--- config.mk ---
export PLATFORM = sky130hd
export DESIGN_NAME = ct_addsub_stream
export DESIGN_NICKNAME = d
export VERILOG_FILES = /design/src/rtl/ct_addsub_stream_pkg.sv /design/src/rtl/ct_addsub_stream_lane_alu.sv /design/src/rtl/ct_addsub_stream.sv
export SDC_FILE = /design/constraint.sdc
export NUM_CORES = 2
export LEC_CHECK = 0
export CAP_MARGIN = 20
export CORE_MARGIN = 5
export CORE_UTILIZATION = 38
export DETAILED_ROUTE_END_ITERATION = 8
export DONT_BUFFER_PORTS = 1
export GPL_ROUTABILITY_DRIVEN = 1
export GPL_TIMING_DRIVEN = 0
export PLACE_DENSITY = 0.63
export RECOVER_POWER = 25
export REMOVE_ABC_BUFFERS = 1
export SLEW_MARGIN = 40
export SYNTH_ARGS = -nofsm -noshare
export SYNTH_HDL_FRONTEND = slang
export SYNTH_SLANG_ARGS = --single-unit
--- constraint.sdc ---
create_clock -name clk -period 14.75 [get_ports clk]
set_input_delay 2.95 -clock clk [delete_from_list [all_inputs] [get_ports clk]]
set_output_delay 2.95 -clock clk [all_outputs]
set_load 0.03 [all_outputs]
--- src/rtl/ct_addsub_stream_pkg.sv ---
// Shared types and constants for the streaming ciphertext add/sub block.
package ct_addsub_stream_pkg;

  localparam int N_SLOTS_L = 8;     // slots per polynomial vector
  localparam int W_BITS    = 16;    // coefficient width
  localparam int Q_MOD     = 7710;  // ciphertext modulus
  localparam int T_MOD     = 257;   // plaintext modulus
  localparam int DELTA     = 30;    // plaintext scale
  localparam int LANES     = 2;     // slots processed per cycle
  localparam int N_STEPS   = N_SLOTS_L / LANES;

  typedef logic [W_BITS-1:0]   coef_t;
  typedef coef_t [N_SLOTS_L-1:0] vec_t;

  typedef struct packed {
    vec_t a;
    vec_t b;
  } CT_t;

  typedef enum logic [1:0] {
    OP_ADD   = 2'b00,
    OP_SUB   = 2'b01,
    OP_PTADD = 2'b10,
    OP_NEG   = 2'b11
  } ct_op_e;

  typedef enum logic [1:0] {
    ST_IDLE = 2'd0,
    ST_RUN  = 2'd1,
    ST_DONE = 2'd2
  } state_e;

endpackage

--- src/rtl/ct_addsub_stream_lane_alu.sv ---
// One reduced modular coefficient operation. IS_B selects whether this
// instance sits on the B vector, which is the only one that adds the
// scaled plaintext; on the A vector the plaintext op is a pass-through.
module ct_lane_alu
  import ct_addsub_stream_pkg::*;
#(
  parameter bit IS_B = 1'b0
) (
  input  coef_t  a_i,
  input  coef_t  b_i,
  input  coef_t  pt_i,
  input  ct_op_e op_i,
  output coef_t  res_o
);

  localparam logic [W_BITS:0]     Q_EXT     = (W_BITS+1)'(Q_MOD);
  localparam coef_t               Q_W       = W_BITS'(Q_MOD);
  localparam logic [2*W_BITS-1:0] DELTA_EXT = (2*W_BITS)'(DELTA);

  coef_t           pt_scaled;
  coef_t           addend;
  logic [W_BITS:0] sum;
  coef_t           sum_mod;
  coef_t           diff;

  // DELTA*pt never reaches Q, so the low word of the wide product is exact.
  assign pt_scaled = W_BITS'(DELTA_EXT * {{W_BITS{1'b0}}, pt_i});

  // Modular add/sub/negate with a single conditional correction each.
  always_comb begin
    addend  = (op_i == OP_PTADD) ? pt_scaled : b_i;
    sum     = {1'b0, a_i} + {1'b0, addend};
    sum_mod = (sum >= Q_EXT) ? W_BITS'(sum - Q_EXT) : sum[W_BITS-1:0];
    diff    = a_i - b_i;
    res_o   = a_i;
    case (op_i)
      OP_ADD:   res_o = sum_mod;
      OP_SUB:   res_o = (a_i < b_i) ? (diff + Q_W) : diff;
      OP_PTADD: res_o = IS_B ? sum_mod : a_i;
      OP_NEG:   res_o = (a_i == '0) ? '0 : (Q_W - a_i);
      default:  res_o = a_i;
    endcase
  end

endmodule

--- src/rtl/ct_addsub_stream.sv ---
// Streaming ciphertext add/sub/plaintext-add/negate, LANES slots per cycle.
//
// Handshakes: a transfer happens on a rising clk edge where valid and ready
// are both high. The producer holds valid and data stable until that edge;
// out_valid, once raised, stays high with out_ct stable until out_ready.
module ct_addsub_stream
  import ct_addsub_stream_pkg::*;
(
  input  logic       clk,
  input  logic       rst_n,
  input  logic       in_valid,
  output logic       in_ready,
  input  logic [1:0] in_mode,
  input  CT_t        in_ct1,
  input  CT_t        in_ct2,
  input  vec_t       in_pt,
  output logic       out_valid,
  input  logic       out_ready,
  output CT_t        out_ct,
  output logic       busy,
  output logic [1:0] dbg_state
);

  localparam int CNT_W = $clog2(N_STEPS + 1);
  localparam int IW    = $clog2(N_SLOTS_L);
  localparam logic [CNT_W-1:0] CNT_END = CNT_W'(N_STEPS);

  if (N_SLOTS_L % LANES != 0) begin : g_chk_lanes
    $error("N_SLOTS must be a multiple of LANES");
  end
  if (longint'(Q_MOD) >= (longint'(1) << W_BITS)) begin : g_chk_q
    $error("Q_MOD must be below 2^W_BITS");
  end
  if (DELTA * (T_MOD - 1) >= Q_MOD) begin : g_chk_delta
    $error("DELTA*(T_MOD-1) must be below Q_MOD");
  end

  state_e           state_q, state_d;
  logic [CNT_W-1:0] cnt_q, cnt_d;
  logic [CNT_W-1:0] slice;
  ct_op_e           op_q;
  CT_t              ct1_q, ct2_q;
  vec_t             pt_q;
  CT_t              out_ct_q, out_ct_d;
  logic             accept;

  logic [IW-1:0] slot_idx [LANES];
  coef_t a1 [LANES], a2 [LANES], b1 [LANES], b2 [LANES], pt [LANES];
  coef_t res_a [LANES], res_b [LANES];

  // FSM next state; a capture in DONE coincides with the pop of the result.
  always_comb begin
    state_d   = state_q;
    cnt_d     = cnt_q;
    in_ready  = rst_n && ((state_q == ST_IDLE) || ((state_q == ST_DONE) && out_ready));
    accept    = in_valid && in_ready;
    out_valid = (state_q == ST_DONE);
    busy      = (state_q != ST_IDLE);
    case (state_q)
      ST_IDLE: begin
        if (accept) begin
          state_d = ST_RUN;
          cnt_d   = '0;
        end
      end
      ST_RUN: begin
        // cnt runs one past the last slice: that settle cycle lets the final
        // slice land in out_ct before out_valid is raised.
        if (cnt_q == CNT_END) state_d = ST_DONE;
        else                  cnt_d   = cnt_q + CNT_W'(1);
      end
      ST_DONE: begin
        if (accept) begin
          state_d = ST_RUN;
          cnt_d   = '0;
        end else if (out_ready) begin
          state_d = ST_IDLE;
        end
      end
      default: state_d = ST_IDLE;
    endcase
  end

  // Select the slots handled this cycle and route operands to the lanes.
  always_comb begin
    slice = (cnt_q < CNT_END) ? cnt_q : '0;
    for (int l = 0; l < LANES; l++) begin
      slot_idx[l] = IW'(int'(slice) * LANES + l);
      a1[l] = ct1_q.a[slot_idx[l]];
      a2[l] = ct2_q.a[slot_idx[l]];
      b1[l] = ct1_q.b[slot_idx[l]];
      b2[l] = ct2_q.b[slot_idx[l]];
      pt[l] = pt_q[slot_idx[l]];
    end
  end

  for (genvar l = 0; l < LANES; l++) begin : g_lane
    ct_lane_alu #(.IS_B(1'b0)) u_alu_a (
      .a_i(a1[l]), .b_i(a2[l]), .pt_i(pt[l]), .op_i(op_q), .res_o(res_a[l])
    );
    ct_lane_alu #(.IS_B(1'b1)) u_alu_b (
      .a_i(b1[l]), .b_i(b2[l]), .pt_i(pt[l]), .op_i(op_q), .res_o(res_b[l])
    );
  end

  // Merge this cycle's lane results into the result register.
  always_comb begin
    out_ct_d = out_ct_q;
    if ((state_q == ST_RUN) && (cnt_q != CNT_END)) begin
      for (int l = 0; l < LANES; l++) begin
        out_ct_d.a[slot_idx[l]] = res_a[l];
        out_ct_d.b[slot_idx[l]] = res_b[l];
      end
    end
  end

  // State, counter, operand capture and result registers.
  always_ff @(posedge clk) begin
    if (!rst_n) begin
      state_q  <= ST_IDLE;
      cnt_q    <= '0;
      op_q     <= OP_ADD;
      ct1_q    <= '0;
      ct2_q    <= '0;
      pt_q     <= '0;
      out_ct_q <= '0;
    end else begin
      state_q  <= state_d;
      cnt_q    <= cnt_d;
      out_ct_q <= out_ct_d;
      if (accept) begin
        op_q  <= ct_op_e'(in_mode);
        ct1_q <= in_ct1;
        ct2_q <= in_ct2;
        pt_q  <= in_pt;
      end
    end
  end

  assign out_ct    = out_ct_q;
  assign dbg_state = state_q;

endmodule

==> impl_metrics.yaml <==
status:
  outcome: "finished with violations"
  violations: "capacitance limit, slew limit"
yosys:
  synthFlopType: "dfxtp_1"
  synth_seq_area_share_pct: 35.7
  yosysWarningCount: 0
  synth_area_sq_mm: 0.0501
  synth_edf_count: 0
  synthCells: 6618
  async_flop_share_pct: 0
  ys_ff_latch: 895
  avgSynthCellArea_sq_um: 7.57
  synth.distinct_cells: 110
die:
  core_area_sq_mm: 0.131
  die_w_microns: 373
  die-height_microns: 373
  core.rowCount: 133
  io_pins: 907
  initial_utilization_pct: 38.2
  die_area_sq_mm: 0.139
route:
  drc_errors: 0
  vias: 48100
  postRouteWirelength_microns: 201000
  drtAntennaViolNets: 0
  vias_per_cell: 5.83
  detail_route.first_pass.iterations: 8
  routedWlPerCell_microns: 24.3
  drtIter0Drc: 4749
worst_setup_path:
  critical_path_class: "in -> out"
  cp_max_fo: 229
  cp_slowest_cell: "clkbuf_1"
  critical_path_buf_inv_count: 4
  crit_path_end_kind: "output pin"
  worst_setup_path_start_kind: "input pin"
  critical_path_arrival_ns: 8.91
  path_common_cell: "buf_16"
  required_ns: 11.80
  path_cells: "clkinvlp_2, clkbuf_1, buf_16, buf_16, a211oi_1"
  crit_family: "buffers and inverters"
  cpPeakStageDelay_ns: 1.67
pwr:
  power_density_mw_per_mm2: 122
  power_mw: 6.91
  p_leak_nw: 21.0
  peakVddDrop_uv: 111
global_route:
  gr-usage-all-layers_pct: 27.1
  antenna_found_initial: 28
  grt_pass1_vias: 44800
  grt_overflow_total: 0
  grt_pass1_wl_microns: 290000
  grt_max_degree: 230
sta:
  period_minus_slack_ns: 11.86
  fin_crit_sh_pct: 80.4
  final_hold_viol_count: 0
  final.setup.worst_slack_ns: 2.89
  max-slew-margin-rel_pct: -176
  hold_ws_ns: 0.452
  tightest_slew_ns: 4.14
  setup_viol: 0
  slew_viol_final: 382
  max_freq_mhz: 84.3
  grt_setup_unrepaired: "false"
  skew_ns: 0.0636
clock_network:
  postCtsSetupRepairBufs: 0
  cts_buffers: 97
  ctsHtreeMaxLevel: 3
  ctsResizeCount: 0
  clock_path_buffers: 3
  hold_buffers: 0
  cts_root_buffer: "clkbuf_16"
  cts_tree: "built"
  clk_pin_slew_ns: 0.06
  clock_sinks: 895
  clk-insertion-delay-late_ns: 0.75
job:
  drv_cap: 5
layout:
  area.growth.synth_to_final_pct: 12.6
  most-common-layout-cells: "1,482 x nand2_1, 1,057 x a21oi_1, 890 x dfxtp_1"
  layout-drive-gt1-share_pct: 7.26
  final_common_cell: "nand2_1"
  nets: 7270
worst_hold_path:
  hold_path_class: "reg -> reg"
place:
  gp_congestion: 0.933
  io_buffers: 0
  place_hpwl_microns: 155000
  pre_cts_ws_ns: 5.12
-- per-layer routing --
layer	vias up	GRT usage (%)	part of all wire [%]
met3	298	6.65	8.1
met1	23200	35.3	43
met5	-	0	0.0065
met2	1735	43.9	46
li1	22800	-	-
met4	2	9.27	3.5
-- cell type report --
| cell class | count | area (sq um) |
|---|---|---|
| clock inverters | 48 | 659 |
| well taps | 1755 | 2200 |
| inverters | 184 | 706 |
| diodes | 26 | 65.1 |
| flip-flops and latches | 895 | 17900 |
| multi-input cells | 5090 | 30200 |
| fillers | 13300 | 74800 |
| repair buffers | 129 | 1960 |
| clock buffers | 126 | 2690 |
-- sequential cells by signal, indices dropped and copies added, names as in the netlist --
name	cells
cnt_q	3
ct1_q	256
ct2_q	256
dbg_state	2
op_q	2
out_ct	256
pt_q	120
-- Yosys cell counts (14+ instances only) --
master | count | area (sq um)
buf_1 | 26 | 97.6
nor4_1 | 20 | 125
o31ai_1 | 47 | 353
o211ai_1 | 30 | 225
nor3b_1 | 24 | 180
o21bai_1 | 14 | 105
a21boi_0 | 15 | 113
inv_1 | 178 | 668
nor2_1 | 305 | 1140
and2_1 | 32 | 200
nand4_1 | 27 | 169
a221oi_1 | 47 | 412
clkbuf_1 | 385 | 1450
xor2_1 | 50 | 438
xnor2_1 | 144 | 1260
a21o_1 | 62 | 465
ha_1 | 176 | 2200
nor2b_1 | 35 | 219
o21a_1 | 31 | 233
or3_1 | 35 | 219
a22o_1 | 43 | 377
a21oi_1 | 1064 | 5330
nand3_1 | 158 | 791
and3_1 | 27 | 169
a211oi_1 | 61 | 458
nand2_1 | 1493 | 5600
nor3_1 | 86 | 430
a22oi_1 | 22 | 165
or2_2 | 20 | 125
fa_1 | 51 | 1020
nand2b_1 | 34 | 213
a2bb2oi_1 | 21 | 184
buf_2 | 30 | 150
a31oi_1 | 37 | 231
o21ai_0 | 374 | 1870
dfxtp_1 | 895 | 17900
o22ai_1 | 69 | 432
mux2i_1 | 137 | 1370
mux2_2 | 16 | 180
-- cell families after synthesis --
logic type	share of synthesized area, %
adders and majority gates	6.45
muxes	3.14
and+or+nand+nor	20.6
xor gates and xnor gates	3.39
AOI/OAI and AO/OA	25.7
buffers and inverters	4.93
DFF	35.7
-- tightest hold or removal path, stage by stage (launching register included) --
cell	delay [ns]
dfxtp_1	0.30
nand2_1	0.05
a21oi_1	0.05
-- per-stage QoR --
stage	setup TNS, ns	instance area (sq um)	instances	util, %
floorplan	-3496.67	48300	6169	-
global placement	-	50500	7924	38.5
detailed placement	0	53200	8053	40.5
CTS	0	56500	8227	43.0
global route	0	56400	8246	43.0
finish	0	56500	8253	43.0
-- where the power goes --
group | internal [mW] | switching [mW]
combinational | 0.607 | 1.12
clock | 1.48 | 1.09
sequential | 2.52 | 0.0957
total | 4.60 | 2.31
-- final timing paths --
path | start | slack, ns | depth (start not counted) | end
worst max register to register | cnt_q[2]$_SDFFE_PN0P_ | 4.94 | 31 | out_ct[196]$_SDFFE_PN0P_
worst max-delay path | rst_n | 2.89 | 5 | in_ready
worst min-delay path | ct1_q[235]$_SDFFE_PN0P_ | 0.45 | 2 | ct1_q[235]$_SDFFE_PN0P_
worst min register to register | ct1_q[235]$_SDFFE_PN0P_ | 0.45 | 2 | ct1_q[235]$_SDFFE_PN0P_
Power figures use the tool's default switching activity.
